--- src/rtl/reducer_pkg.sv ---
// Shared widths for the carry-save reducer family.
package reducer_pkg;

    localparam int unsigned RED_WIDTH = 32;
    localparam int unsigned CARRY_W   = RED_WIDTH + 1;
    localparam int unsigned TOTAL_W   = RED_WIDTH + 2;

    function automatic int unsigned carry_w(input int unsigned w);
        return w + 1;
    endfunction

    function automatic int unsigned total_w(input int unsigned w);
        return w + 2;
    endfunction

endpackage

--- src/rtl/reducer3_2_csa_cell.sv ---
// One bit of a carry-save row: full adder producing sum and majority carry.
module csa_cell (
    input  logic x,
    input  logic y,
    input  logic z,
    output logic s,
    output logic cy
);

    assign s  = x ^ y ^ z;
    assign cy = (x & y) | (x & z) | (y & z);

endmodule

--- src/rtl/reducer3_2.sv ---
// Registered 3:2 carry-save reducer: res1 (carry, pre-shifted) + res2 (sum) == a + b + c.
// Optional resolved sum output 'total' is enabled with REDUCER3_2_FINAL_ADD_EN.
module reducer3_2
    import reducer_pkg::*;
#(
    parameter int unsigned WIDTH = RED_WIDTH
) (
    input  logic                          clk,
    input  logic                          rst_n,
    input  logic                          start,
    input  logic [WIDTH-1:0]              a,
    input  logic [WIDTH-1:0]              b,
    input  logic [WIDTH-1:0]              c,
    output logic [carry_w(WIDTH)-1:0]     res1,
    output logic [WIDTH-1:0]              res2,
    output logic                          done
`ifdef REDUCER3_2_FINAL_ADD_EN
    ,
    output logic [total_w(WIDTH)-1:0]     total
`endif
);

    logic [WIDTH-1:0]          sum_w;
    logic [WIDTH-1:0]          maj_w;

    logic [carry_w(WIDTH)-1:0] res1_d, res1_q;
    logic [WIDTH-1:0]          res2_d, res2_q;
    logic                      done_d, done_q;

    for (genvar i = 0; i < WIDTH; i++) begin : g_row
        csa_cell u_cell (
            .x  (a[i]),
            .y  (b[i]),
            .z  (c[i]),
            .s  (sum_w[i]),
            .cy (maj_w[i])
        );
    end

    always_comb begin
        res1_d = res1_q;
        res2_d = res2_q;
        done_d = 1'b0;
        if (start) begin
            res1_d = {maj_w, 1'b0};
            res2_d = sum_w;
            done_d = 1'b1;
        end
    end

    always_ff @(posedge clk) begin
        if (!rst_n) begin
            res1_q <= '0;
            res2_q <= '0;
            done_q <= 1'b0;
        end else begin
            res1_q <= res1_d;
            res2_q <= res2_d;
            done_q <= done_d;
        end
    end

    assign res1 = res1_q;
    assign res2 = res2_q;
    assign done = done_q;

`ifdef REDUCER3_2_FINAL_ADD_EN
    assign total = {1'b0, res1_q} + {2'b00, res2_q};
`endif

endmodule

--- config.mk ---
export PLATFORM = sky130hd
export DESIGN_NAME = reducer3_2
export DESIGN_NICKNAME = d
export VERILOG_FILES = /design/src/rtl/reducer_pkg.sv /design/src/rtl/reducer3_2_csa_cell.sv /design/src/rtl/reducer3_2.sv
export SDC_FILE = /design/constraint.sdc
export NUM_CORES = 1
export LEC_CHECK = 0
export BUFFER_PORTS_ARGS = -buffer_cell sky130_fd_sc_hd__buf_2
export CORE_ASPECT_RATIO = 0.7
export CORE_MARGIN = 2
export CORE_UTILIZATION = 49
export DETAILED_ROUTE_END_ITERATION = 10
export GPL_TIMING_DRIVEN = 0
export HOLD_SLACK_MARGIN = 0.1
export PLACE_DENSITY = 0.91
export SYNTH_ARGS = -nofsm -noshare
export SYNTH_HDL_FRONTEND = slang
export SYNTH_SLANG_ARGS = --single-unit
--- constraint.sdc ---
create_clock -name clk -period 2.25 [get_ports clk]
set_input_delay 0.5625 -clock clk [delete_from_list [all_inputs] [get_ports clk]]
set_output_delay 0.5625 -clock clk [all_outputs]
set_load 0.005 [all_outputs]
* After elaboration in Yosys (flattened, before gate mapping) *
Index checks and enable logic that the tools add are counted.

operators by class
  multiplexer cells = 1
  bitwise gates (word level) = 224

operator list
  kind         count
  $and 1x1->1  96
  $or 1x1->1   64
  $xor 1x1->1  64
  $mux 1       1

word-level totals
  logic and storage cells = 228
  output and inout bits = 66
  register bits after elaboration = 65
  bits of input ports = 99

* Longest topological paths before layout *
Gate-level depths: netlist (run 1).

  word-level depth = 3
  mapped depth = 4

* By module *
Synthesis (run 1) repeated with hierarchy kept, for this count alone.

unflattened totals
  cell total of the unflattened synthesis = 242
  area total of the unflattened synthesis = 3141.8 sq um

modules (own cells, without submodules)
  module      cells an instance  area an instance (sq um)  sequential area each (sq um)  times used
  reducer3_2  210                2501.1                    1301.2                        1
  csa_cell    1                  20.0                      0.0                           32

* Worst setup path before layout (run 1) *
No wires, ideal clock.

  path kind = input-to-reg
  start = input port a[0]
  end = register res2_q[0] (netlist: res2[0])
  path slack = 0.944 ns
  data arrival time = 1.190 ns
  cell stages on the path = 3
  cells stage by stage = fa_1 > mux2i_1 > nor2b_1

between the ends
  longest elaborated chain between the ends = 2

RTL lines
  what                       RTL line                   RTL
  from (decl)                reducer3_2.sv:11           input logic [WIDTH-1:0] a,
  $xor 1x1->1 (2 in series)  reducer3_2_csa_cell.sv:10  assign s = x ^ y ^ z;
  to (signal assigned)       reducer3_2.sv:58           res2_q <= res2_d;
  to (decl)                  reducer3_2.sv:27           logic [WIDTH-1:0] res2_d, res2_q;

Every way passes these cells.
A chain may end at the register's enable or synchronous reset.

* Final worst setup path (run 1) *
  start = register res1_q[26] (netlist: res1[26])
  end = output port res1[26]

RTL lines
  what                    RTL line          RTL
  from (decl)             reducer3_2.sv:26  logic [carry_w(WIDTH)-1:0] res1_d, res1_q;
  from (signal assigned)  reducer3_2.sv:57  res1_q <= res1_d;
  to (decl)               reducer3_2.sv:14  output logic [carry_w(WIDTH)-1:0] res1,

No word-level cell between the ends.

==> results of run 1 <==
[worst min-delay path, cell delays in order, from the launching register on]
cell and delay (ns):
dfxtp_1 0.32, mux2i_1 0.06, nor2b_1 0.09
[worst paths after layout]
check	startpoint	endpoint	slack, ns
worst max register to register	res1[26]$_SDFFE_PN0P_	res1[26]$_SDFFE_PN0P_	1.60
worst min-delay path	res2[18]$_SDFFE_PN0P_	res2[18]$_SDFFE_PN0P_	0.51
worst min register to register	res2[18]$_SDFFE_PN0P_	res2[18]$_SDFFE_PN0P_	0.51
worst max-delay path	res1[26]$_SDFFE_PN0P_	res1[26]	0.88
[power by group]
part,internal (mW),switching (mW)
combinational,0.296,0.245
sequential,1.25,0.0461
clock,0.416,0.406
[routing by layer]
layer / track usage [%] / up-vias / part of all wire [%]
met5: 0 / - / 0
met2: 38.29 / 95 / 52
met1: 23.04 / 1130 / 40
met3: 6.719 / 4 / 6.6
met4: 6.393 / 0 / 0.73
li1: - / 1127 / -
[layout by cell type, fill, tap and decap left out]
master    synthesis  layout
buf_6             1       1
buf_2             1     162
buf_12            4       4
buf_4             2       2
conb_1            1       1
clkbuf_1          6       7
clkinv_2          0       4
fa_1             32      32
nor2b_1          64      64
dfxtp_1          65      65
mux2i_1          64      64
buf_8             1       1
and2_1            1       1
clkbuf_8          0      10
[registers in the layout, summed over array words and instances (netlist names)]
signal / count
res1: 32
done: 1
res2: 32
[stage by stage]
stage	hold WS [ns]	setup slack (ns)
floorplan	0.5073	0.9440
global placement	0.4899	0.7773
detailed placement	0.4976	0.7223
CTS	0.5157	0.8477
global route	0.5386	0.8268
finish	0.5115	0.8837
[kinds of logic after synthesis]
group	Yosys count	synth area share [%]
and+or+nand+nor	65	12.94
DFF	65	41.42
muxes	64	20.39
adders and majority gates	32	20.39
buffers and inverters	15	4.739
other	1	0.1194
[area by class of cell]
cell class	instances	area [um2]	area share, %
multi-input combinational	162	1692	40.21
sequential	65	1301	30.93
clock inverter	4	20.02	0.4759
tap	78	97.59	2.320
timing repair buffer	161	805.8	19.16
clock buffer	11	141.4	3.361
buffer	15	148.9	3.540
==> summary.md, run 1 <==
| Metric | Value |
|---|---|
| CTS H-tree depth | `3` |
| I/O Buffers | `161` |
| DRT iter0 DRCs | `27` |
| Post-Place Cells | `481` |
| Hold Path Depth | `2` |
| Global placer's final weighted congestion | `0.8742` |
| Fin nets | `545` |
| Largest net degree at the start of global routing | `11` |
| Period utilisation layout | `60.72%` |
| Overflow after GRT | `0` |
| Die H | `71.00 um` |
| Yosys reg bits | `65` |
| First-pass GRT wire length | `11.50 mm` |
| Post-CTS Setup Repair Bufs | `0` |
| Distinct cells, synth | `12` |
| Clk sinks | `65` |
| Full die area | `7079 um2` |
| Overall Power | `2.655 mW` |
| DRT antenna net count | `0` |
| Syn Area/Cell | `12.98 um2` |
| Post-synth EDFFs | `0` |
| Dpl cell area | `4045 um2` |
| Ys async rst share | `0%` |
| Crit Path Class | `reg2out` |
| Synth cell count leaders | `65 x dfxtp_1, 64 x mux2i_1, 64 x nor2b_1` |
| Post-layout min period | `1.366 ns` |
| CP Data Required Time | `1.69 ns` |
| F_max | `731.9 MHz` |
| Hold/Removal Path Class | `reg2reg` |
| Final hold vios | `0` |
| N_diodes | `0` |
| Non-Filler Instances | `496` |
| Remaining DRCs | `0` |
| Cell area after synthesis | `3142 um2` |
| Routed WL | `7.112 mm` |
| R2R depth | `2` |
| Most common cell in the netlist | `dfxtp_1` |
| Root Buffer | `clkbuf_8` |
| Final setup viols | `0` |
| Finished Cell Area | `4207 um2` |
| RSZ-0062 raised after global routing | `false` |
| Worst-path clk slew | `0.07 ns` |
| Post-cts sizing count | `0` |
| # rows | `24` |
| Top FF cell, synth | `dfxtp_1` |
| Share of cells above drive strength 1 | `44.02%` |
| Critical path capture point type | `output port` |
| Vias in the first global route | `2534` |
| Largest fanout on the critical path | `2` |
| Status | `completed` |
| Sequential element share of the synthesized area | `41.42%` |
| Leading area contributor after synthesis | `dfxtp_1` |
| Slew Limit Fails | `0` |
| Static Leak | `2.131 nW` |
| Worst Skew | `0 ns` |
| Initial Utilization | `50.54%` |
| TritonCTS clock tree | `done` |
| Worst IR Drop VDD | `406.2 uV` |
| Cell depth of the worst setup path | `1` |
| Initial antenna violation count | `0` |
| Synthesized instance count | `242` |
| CP max stage delay | `0.35 ns` |
| Fill cells | `489` |
| Cells taking the most area after synthesis | `dfxtp_1 41%, fa_1 20%, mux2i_1 20%` |
| Core ar. | `6216 um2` |
| Syn_nets | `373` |
| Routed wire per std cell | `14.34 um` |
| Slowest-stage cell, CP | `dfxtp_1` |
| Post-route setup TNS | `0 ns` |
| Die span in x | `99.71 um` |
| Tot GR Track Use | `20.83%` |
| YS warnings | `0` |
| Top-area cell type share of the netlist area | `41.42%` |
| Drt pass-1 iters | `6` |
| Crit path buf inv count | `1` |
| Critical Path Start Type | `flop` |
| Fin util | `67.67%` |
| Pwr per Cell Area | `631.2 nW/um2` |
| Cts hold-fix bufs | `0` |
| Ports | `165` |
| Worst path top cell family by delay | `flip-flops` |
| Crit path cell chain | `buf_2` |
| Dpl hpwl | `5.909 mm` |
| Crit path arrival time | `0.80 ns` |
| Max clock buf depth | `2` |
| Routed via count | `2356` |
| Num CTS Buffers | `9` |
| P&R area growth vs syn | `33.89%` |
| Worst skew pair latency | `0.32 ns` |
| Via density | `4.750` |
| Max-cap violations | `0` |
(Power assumes the default switching activity.)
==> inputs of run 2 (changes only) <==
--- a/config.mk
+++ b/config.mk
@@ -5,14 +5,15 @@
 export SDC_FILE = /design/constraint.sdc
 export NUM_CORES = 1
 export LEC_CHECK = 0
+export ABC_AREA = 1
 export BUFFER_PORTS_ARGS = -buffer_cell sky130_fd_sc_hd__buf_2
 export CORE_ASPECT_RATIO = 0.7
 export CORE_MARGIN = 2
-export CORE_UTILIZATION = 49
+export CORE_UTILIZATION = 42
 export DETAILED_ROUTE_END_ITERATION = 10
 export GPL_TIMING_DRIVEN = 0
 export HOLD_SLACK_MARGIN = 0.1
-export PLACE_DENSITY = 0.91
+export PLACE_DENSITY = 0.82
 export SYNTH_ARGS = -nofsm -noshare
 export SYNTH_HDL_FRONTEND = slang
 export SYNTH_SLANG_ARGS = --single-unit
==> constraint.sdc (replaced) <==
create_clock -name clk -period 1.1 [get_ports clk]
set_input_delay 0.275 -clock clk [delete_from_list [all_inputs] [get_ports clk]]
set_output_delay 0.275 -clock clk [all_outputs]
set_load 0.005 [all_outputs]
==> run 2 against run 1 <==
Hold slack got worse by 0.29 ns; cell area increased by 6.3%; flip-flop and latch count unchanged; worst setup slack got worse by 0.86 ns; critical endpoint is now res2[14]; clock power increased by 140%; critical path depth unchanged; clock skew unchanged; via count increased by 32%; non-clock buffer count increased by 7; core utilization decreased by 9.9 points; power increased by 120%.
==> summary.md, run 2 <==
| Metric | Value |
|---|---|
| R2R depth | `2 (unchanged)` |
| Initial Utilization | `42.67% (-7.9 points)` |
| Overall Power | `5.852 mW (+120%)` |
| Crit path launch | `res2[14]$_SDFFE_PN0P_` |
| Fin nets | `745 (+37%)` |
| Ports | `165 (unchanged)` |
| Root Buffer | `clkbuf_8` |
| Dpl ws | `-0.1759 ns (-0.8982 ns)` |
| Most frequent cells in the layout | `167 x buf_2, 129 x nand2_1, 128 x nor2_1, 65 x inv_1, 39 x dfxtp_2` |
| Post-layout min period | `1.077 ns` |
| Fill cells | `758 (+55%)` |
| Most common cell in the netlist | `nand2_1` |
| Critical Path End | `res2[14]` |
| Max-cap violations | `0 (unchanged)` |
| Worst IR Drop VDD | `551.0 uV (+36%)` |
| Routed wire per std cell | `11.94 um (-17%)` |
| Routed via count | `3099 (+32%)` |
| Core ar. | `7736 um2 (+24%)` |
| Yosys reg bits | `65 (unchanged)` |
| Post-route setup slack | `0.02276 ns (-0.8609 ns)` |
| Drt pass-1 iters | `5 (-1)` |
| Vias in the first global route | `3093 (+22%)` |
| Worst R2R End | `res1[18]$_SDFFE_PN0P_` |
| Cells taking the most area after synthesis | `dfxtp_1 39%, fa_1 19%, nand2_1 15%` |
| I/O Buffers | `161 (unchanged)` |
| N_diodes | `0 (unchanged)` |
| Non-Filler Instances | `720 (+45%)` |
| Leading area contributor after synthesis | `dfxtp_1` |
| Share of cells above drive strength 1 | `37.80% (-6.2 points)` |
| Slowest-stage cell, CP | `dfxtp_1` |
| Synth cell count leaders | `129 x nand2_1, 128 x nor2_1, 65 x dfxtp_1, 65 x inv_1, 32 x fa_1` |
| Cell area after synthesis | `3301 um2 (+5.1%)` |
| Worst skew pair latency | `0.33 ns (about the same)` |
| CP max stage delay | `0.35 ns (about the same)` |
| Overflow after GRT | `0 (unchanged)` |
| Most common cell after layout, fill and taps aside | `buf_2` |
| Cts hold-fix bufs | `0 (unchanged)` |
| Worst path top cell family by delay | `flip-flops` |
| Crit path buf inv count | `1 (unchanged)` |
| Slew Limit Fails | `0 (unchanged)` |
| Post-route setup TNS | `0 ns (unchanged)` |
| Static Leak | `2.619 nW (+23%)` |
| Final setup viols | `0 (unchanged)` |
| Worst Skew | `0 ns (unchanged)` |
| Remaining DRCs | `0 (unchanged)` |
| Post-Place Cells | `704 (+46%)` |
| Cell depth of the worst setup path | `1 (unchanged)` |
| RR Startpoint | `res1[18]$_SDFFE_PN0P_` |
| Synthesized instance count | `442 (+83%)` |
| # rows | `27 (+13%)` |
| Top-area cell type share of the netlist area | `39.42% (-2.0 points)` |
| Crit Path Class | `reg2out` |
| P&R area growth vs syn | `35.44%` |
| TritonCTS clock tree | `done` |
| YS warnings | `0 (unchanged)` |
| Status | `completed` |
| Pwr per Cell Area | `1309 nW/um2 (+110%)` |
| Num CTS Buffers | `9 (unchanged)` |
| R2R Setup Slk | `0.52 ns (-1.08 ns)` |
| Via density | `4.304 (-9.4%)` |
| Full die area | `8595 um2 (+21%)` |
| Final hold vios | `0 (unchanged)` |
| Dpl cell area | `4233 um2 (+4.6%)` |
| Largest fanout on the critical path | `2 (unchanged)` |
| DRT antenna net count | `0 (unchanged)` |
| Syn Area/Cell | `7.468 um2 (-42%)` |
| CTS H-tree depth | `3 (unchanged)` |
| Hold/Removal Path Class | `in2reg` |
| Global placer's final weighted congestion | `0.7401 (-15%)` |
| Critical path capture point type | `output port` |
| Distinct cells, synth | `9 (-3)` |
| Crit path arrival time | `0.80 ns (about the same)` |
| Worst-path clk slew | `0.07 ns (about the same)` |
| Largest net degree at the start of global routing | `11 (unchanged)` |
| Clk sinks | `65 (unchanged)` |
| Hold path start | `rst_n` |
| F_max | `928.3 MHz` |
| Post-synth EDFFs | `0 (unchanged)` |
| Crit path cell chain | `buf_2` |
| Max clock buf depth | `2 (unchanged)` |
| Ys async rst share | `0% (unchanged)` |
| CP Data Required Time | `0.82 ns (-0.87 ns)` |
| Routed WL | `8.600 mm (+21%)` |
| Sequential element share of the synthesized area | `39.42% (-2.0 points)` |
| Tot GR Track Use | `20.71% (-0.12 points)` |
| Die H | `78.17 um (+10%)` |
| Critical Path Start Type | `flop` |
| DRT iter0 DRCs | `92 (+240%)` |
| Finished Cell Area | `4471 um2 (+6.3%)` |
| Syn_nets | `573 (+54%)` |
| Period utilisation layout | `97.93%` |
| First-pass GRT wire length | `13.76 mm (+20%)` |
| Top FF cell, synth | `dfxtp_1` |
| Initial antenna violation count | `0 (unchanged)` |
| Dpl hpwl | `6.942 mm (+17%)` |
| Die span in x | `110.0 um (+10%)` |
run 2: cells by family (layout without fill, tap and decap cells):
group	Yosys count	in the layout	share of synthesized area, %
fa+ha+maj	32	32	19.41
flops	65	65	39.42
simple gates	257	257	29.23
buf+inv	87	264	11.83
other cells	1	1	0.1136
run 2: area by class of cell:
cell class / count / area [um2] / share of cell area [%]
clock buffers: 13 / 148.9 / 3.331
plain buffers: 22 / 146.4 / 3.275
multi-input cells: 290 / 1609 / 35.99
repair buffers: 161 / 805.8 / 18.02
well taps: 101 / 126.4 / 2.827
flip-flops and latches: 65 / 1350 / 30.20
inverters: 65 / 244.0 / 5.458
clock inverters: 3 / 40.04 / 0.8956
run 2: worst min-delay path by stage:
stage,to,slack [ns],cells after the start
6_report,res1[31]$_SDFFE_PN0P_,0.23,3
5_1_grt,res1[31]$_SDFFE_PN0P_,0.23,3
4_1_cts,res1[31]$_SDFFE_PN0P_,0.22,3
3_5_place_dp,res1[27]$_SDFFE_PN0P_,0.46,2
3_3_place_gp,res1[17]$_SDFFE_PN0P_,0.45,2
2_1_floorplan,res2[0]$_SDFFE_PN0P_,0.47,2
run 2: timing repair:
action	4_1_cts	5_1_grt
buffers inserted	0	0
resized for setup	0	39
setup endpoints to repair	0	39
run 2: per-stage QoR:
stage | hold WS [ns] | utilization, %
floorplan | 0.4661 | -
global placement | 0.4531 | 54.71
detailed placement | 0.4597 | 54.71
CTS | 0.2215 | 57.16
global route | 0.2288 | 57.79
finish | 0.2258 | 57.79
run 2: metal layers:
metal | vias to the layer above | wire length, um | track usage, %
met4 | 0 | 84 | 6.582
met2 | 121 | 4235 | 36.63
met5 | - | 0 | 0
met1 | 1378 | 3441 | 23.45
met3 | 10 | 838 | 6.728
li1 | 1590 | - | -
run 2: worst reg2reg max path, delay by kind of cell, from the launching register on:
kind / cells / cell delay [ns]
DFF: 1 / 0.32
and+or+nand+nor: 2 / 0.16
run 2: where the power goes:
group,switching (mW),internal (mW),leakage [nW]
sequential,0.101,2.57,0.552
clock,0.854,1.10,0.0974
combinational,0.653,0.567,1.97
